===== src/rtl/lcd_char_fifo.sv =====
// lcd_char_fifo: first-word-fall-through character buffer between the byte source and the LCD controller.
// Define LCD_FIFO_FILTER_EN to keep only printable, newline and backspace bytes (CR is stored as LF).
module lcd_char_fifo #(
    parameter int DEPTH  = 16,
    parameter int ADDR_W = 4
) (
    input  logic              clock,
    input  logic              reset,
    input  logic              clear,
    input  logic [7:0]        wr_data,
    input  logic              wr_en,
    input  logic              fifo_data_read,
    output logic [7:0]        data_from_fifo,
    output logic              fifo_empty,
    output logic              fifo_full,
    output logic [ADDR_W:0]   fill_count,
    output logic              overflow
);
    localparam logic [ADDR_W:0] FULL_COUNT = (ADDR_W+1)'(DEPTH);

    logic [7:0]        mem [DEPTH];
    logic [ADDR_W-1:0] wr_ptr;
    logic [ADDR_W-1:0] rd_ptr;
    logic [ADDR_W:0]   count;
    logic              byte_ok;
    logic [7:0]        byte_stored;
    logic              pop_ok;
    logic              push_ok;
    logic              drop_full;

`ifdef LCD_FIFO_FILTER_EN
    // Bytes the display cannot render are dropped before they reach any FIFO state.
    always_comb begin
        byte_ok     = 1'b0;
        byte_stored = wr_data;
        if (wr_data == 8'h0D) begin
            byte_ok     = 1'b1;
            byte_stored = 8'h0A;
        end else if (wr_data == 8'h0A || wr_data == 8'h08) begin
            byte_ok = 1'b1;
        end else if (wr_data >= 8'h20 && wr_data <= 8'h7E) begin
            byte_ok = 1'b1;
        end
    end
`else
    assign byte_ok     = 1'b1;
    assign byte_stored = wr_data;
`endif

    assign fifo_empty = (count == '0);
    assign fifo_full  = (count == FULL_COUNT);
    assign fill_count = count;

    // A pop frees a slot in the same cycle, so a full FIFO can still take a write alongside it.
    assign pop_ok    = fifo_data_read && !fifo_empty;
    assign push_ok   = wr_en && byte_ok && (!fifo_full || pop_ok);
    assign drop_full = wr_en && byte_ok && fifo_full && !pop_ok;

    always_ff @(posedge clock or negedge reset) begin
        if (!reset) begin
            wr_ptr   <= '0;
            rd_ptr   <= '0;
            count    <= '0;
            overflow <= 1'b0;
        end else if (clear) begin
            wr_ptr   <= '0;
            rd_ptr   <= '0;
            count    <= '0;
            overflow <= 1'b0;
        end else begin
            if (push_ok) begin
                wr_ptr <= wr_ptr + ADDR_W'(1);
            end
            if (pop_ok) begin
                rd_ptr <= rd_ptr + ADDR_W'(1);
            end
            if (push_ok && !pop_ok) begin
                count <= count + (ADDR_W+1)'(1);
            end else if (pop_ok && !push_ok) begin
                count <= count - (ADDR_W+1)'(1);
            end
            if (drop_full) begin
                overflow <= 1'b1;
            end
        end
    end

    // Storage is deliberately left out of reset and clear; the pointers alone define validity.
    always_ff @(posedge clock) begin
        if (push_ok && !clear) begin
            mem[wr_ptr] <= byte_stored;
        end
    end

    assign data_from_fifo = fifo_empty ? 8'h00 : mem[rd_ptr];

endmodule


===== config.mk =====
export PLATFORM = sky130hd
export DESIGN_NAME = lcd_char_fifo
export DESIGN_NICKNAME = d
export VERILOG_FILES = /design/src/rtl/lcd_char_fifo.sv
export SDC_FILE = /design/constraint.sdc
export NUM_CORES = 1
export LEC_CHECK = 0
export ABC_CLOCK_PERIOD_IN_PS = 3600
export CAP_MARGIN = 40
export CORE_UTILIZATION = 50
export CTS_BUF_LIST = sky130_fd_sc_hd__clkbuf_2 sky130_fd_sc_hd__clkbuf_4 sky130_fd_sc_hd__clkbuf_8
export DETAILED_ROUTE_END_ITERATION = 8
export PLACE_DENSITY = 0.66
export SETUP_SLACK_MARGIN = 0.3
export SLEW_MARGIN = 20
export SYNTH_ARGS = -nofsm -noshare
export SYNTH_HDL_FRONTEND = slang
export SYNTH_SLANG_ARGS = --single-unit

===== constraint.sdc =====
create_clock -name clock -period 3.6 [get_ports clock]
set_input_delay 0.9 -clock clock [delete_from_list [all_inputs] [get_ports clock]]
set_output_delay 0.9 -clock clock [all_outputs]
set_load 0.05 [all_outputs]

==> impl_results.md <==
* Status: complete, but fails checks
* Failing checks: design-rule violations
* Final Hold Vio Count at 0
* Synthesized area at between 5000 and 6000 µm²
* Initial DRT Pass Iterations at 6
* Setup TNS at 0 ns
* # diodes at 0
* CTS root buffer: clkbuf_8
* Arrival time at the worst endpoint at 2.42 ns
* Avg Inst Size Synth at 18.4 µm²
* Row count at 39
* Clk sink count at 142
* Starting DRT DRC Count at 147
* Worst Max-Slew Pin Slew at 0.853 ns
* Global Route Usage Sum at 20.0%
* Synth async-reset ratio at 9.86%
* Total CTS buffers at 17
* Total power at about 5 mW
* Category of the worst setup path capture point: primary output
* Global-route wire length before repair at roughly 18 mm
* Largest net degree at the start of global routing at 33
* Synth Instances at 323
* Synth Net Count at between 300 and 400
* CP startpoint kind: flip-flop
* Share of layout cells above drive strength 1 at between 30% and 40%
* Clock slew seen by the registers of the worst setup and hold paths at about 0.080 ns
* Die area at around 12000 µm²
* Core Util, Final at between 60 and 70%
* CTS tree: yes
* ANT nets after route at 0
* Starting Density at 51.7%
* Fill cells at roughly 830
* Peak Freq at roughly 300 MHz
* Worst Path Class, Setup: flip-flop to primary output
* #FFs+latches synth at 142
* Remaining DRCs at 4
* Vias per cell at around 5.7
* Final nets at 412
* Area of the multi-input gates at around 1700 µm²
* Most frequent cells after synthesis: 128 x edfxtp_1, 32 x mux4_2, 27 x nor2_1
* Synth unique cells at 47
* YS warnings at 0
* Leakage at 2.42 nW
* Setup Skew at 0.00978 ns
* Yosys top cell area share at 64.6%
* Final Slew Violations at 0
* Area of the core at around 12000 µm²
* Port Buffers at 28
* Routability Congestion at 0.772
* Drt total wl at approximately 11 mm
* Placed Area at 6600 µm²
* Register area share after synthesis at about 70%
* CP peak stage delay at ~0.50 ns
* Via Count at 3103
* Die Height at between 100 and 150 µm
* Layout area overhead at 20.8%
* Crit path cell chain: buf_4 > mux4_2 > nor2b_1 > a211oi_1 > a211oi_2 > buf_12
* Worst Path Required at 2.70 ns
* Post-layout minimum cycle time at 3.32 ns
* Synth Flop Type: edfxtp_1
* Top cells by area, synth: edfxtp_1 65%, mux4_2 12%, dfrtp_1 5.9%
* Max-Cap Viols at 0
* Crit-path max FO at 7
* Gr ovfl total at 0
* Max Root-Sink Buffers at 2
* Cell taking the most area after synthesis: edfxtp_1
* Post-route clock period utilization at 92.1%
* Initial antenna violation count at 0
* Peak supply drop at 0.374 mV
* Dpl hpwl at 6.94 mm
* Design Area, Final at 7190 µm²
* Vias in the first global route at 3251
* Register Area at 4200 µm²
* Post-DR wirelength/cell at approximately 20 µm
* Post-synth EDFFs at 128
* Die X at 111 µm
* Htree depth at 4
* Ports at 29
* RSZ-0062 raised after global routing: true
* # setup viols final at 0
* Power Density at between 600 and 700 nW/µm²
* CP max-delay cell: dfrtp_4
* Hold Crit Class: flip-flop to flip-flop
* Relative slew slack at 43.1%
* Top-count cell post-synth: edfxtp_1
* Clk Latency, worst-skew pair at 0.45 ns
==> state kept, by name (all words and copies together), names as in the netlist <==
signal / count
rd_ptr: 4
overflow: 1
fill_count: 5
wr_ptr: 4
mem: 128
==> cell type report <==
type / count / area share (%)
multi-input cells: 161 / 23.6
clock buffers: 19 / 3.46
well taps: 143 / 2.49
inverters: 3 / 0.157
clock inverters: 13 / 2.05
repair buffers: 64 / 9.77
flip-flops and latches: 142 / 58.4
==> stage by stage <==
step / instances / setup slack, ns / hold WS, ns
2_1_floorplan: 323 / 0.223 / 0.557
3_3_place_gp: 503 / 0.404 / 0.487
3_5_place_dp: 503 / 0.325 / 0.499
4_1_cts: 539 / 0.250 / 0.522
5_1_grt: 545 / 0.189 / 0.538
6_report: 545 / 0.284 / 0.509
==> logic make-up (layout without fill, tap and decap cells) <==
group	count (synthesis)	count (layout)	share of synthesized area (%)
and+or+nand+nor	66	66	6.04
xor gates and xnor gates	7	7	1.03
adders and majority gates	10	10	2.23
muxes	43	43	14.0
AOI/OAI and AO/OA	35	35	4.48
DFF	142	142	70.5
buffers and inverters	20	99	1.77
==> cell usage in the layout, fill, tap and decap left out, types with 8 or more instances in the layout <==
cell type	instances
nand2_1	8
nor2b_1	9
ha_1	9
a211oi_2	8
mux2i_1	11
buf_4	31
a211oi_1	9
clkbuf_8	17
dfrtp_1	11
clkdlybuf4s50_1	18
edfxtp_1	128
mux4_2	32
nor2_1	27
buf_12	10
==> layer usage <==
layer,global-route usage (%),vias to the layer above,wire [µm]
met4,10.3,0,276
met5,0,-,0
met3,4.81,26,520
met1,24.9,1582,4700
li1,-,1421,-
met2,32.7,74,5490
==> worst max-delay path, delay by kind of cell (launching register included) <==
kind                   cells  cell delay [ns]
buffers and inverters      2             0.37
muxes                      1             0.48
AOI/OAI and AO/OA          2             0.47
and+or+nand+nor            1             0.15
DFF                        1             0.50
==> where the power goes <==
group	switching [mW]	total [mW]	internal, mW
clock network	0.568	1.26	0.688
registers	0.0992	1.95	1.85
logic	0.931	1.82	0.889
==> path summary, 6_finish.rpt <==
check | from | to | slack (ns) | depth (start not counted)
max in group asynchronous | reset | rd_ptr[1]$_DFFE_PN0P_ | 2.26 | 1
min reg2reg | overflow$_DFFE_PN0P_ | overflow$_DFFE_PN0P_ | 0.51 | 2
min | overflow$_DFFE_PN0P_ | overflow$_DFFE_PN0P_ | 0.51 | 2
max reg2reg | fill_count[1]$_DFFE_PN0P_ | fill_count[4]$_DFFE_PN0P_ | 1.01 | 8
min in group asynchronous | reset | overflow$_DFFE_PN0P_ | 0.86 | 1
max | rd_ptr[1]$_DFFE_PN0P_ | data_from_fifo[0] | 0.28 | 6
==> timing repair <==
action,4_1_cts,5_1_grt
hold buffers,0,0
cloned,0,1
resized for setup,7,12
pin swaps,0,3
setup buffers,4,5
endpoints found under the hold margin,0,0
endpoints found under the setup margin,9,8
Power figures use the tool's default switching activity.
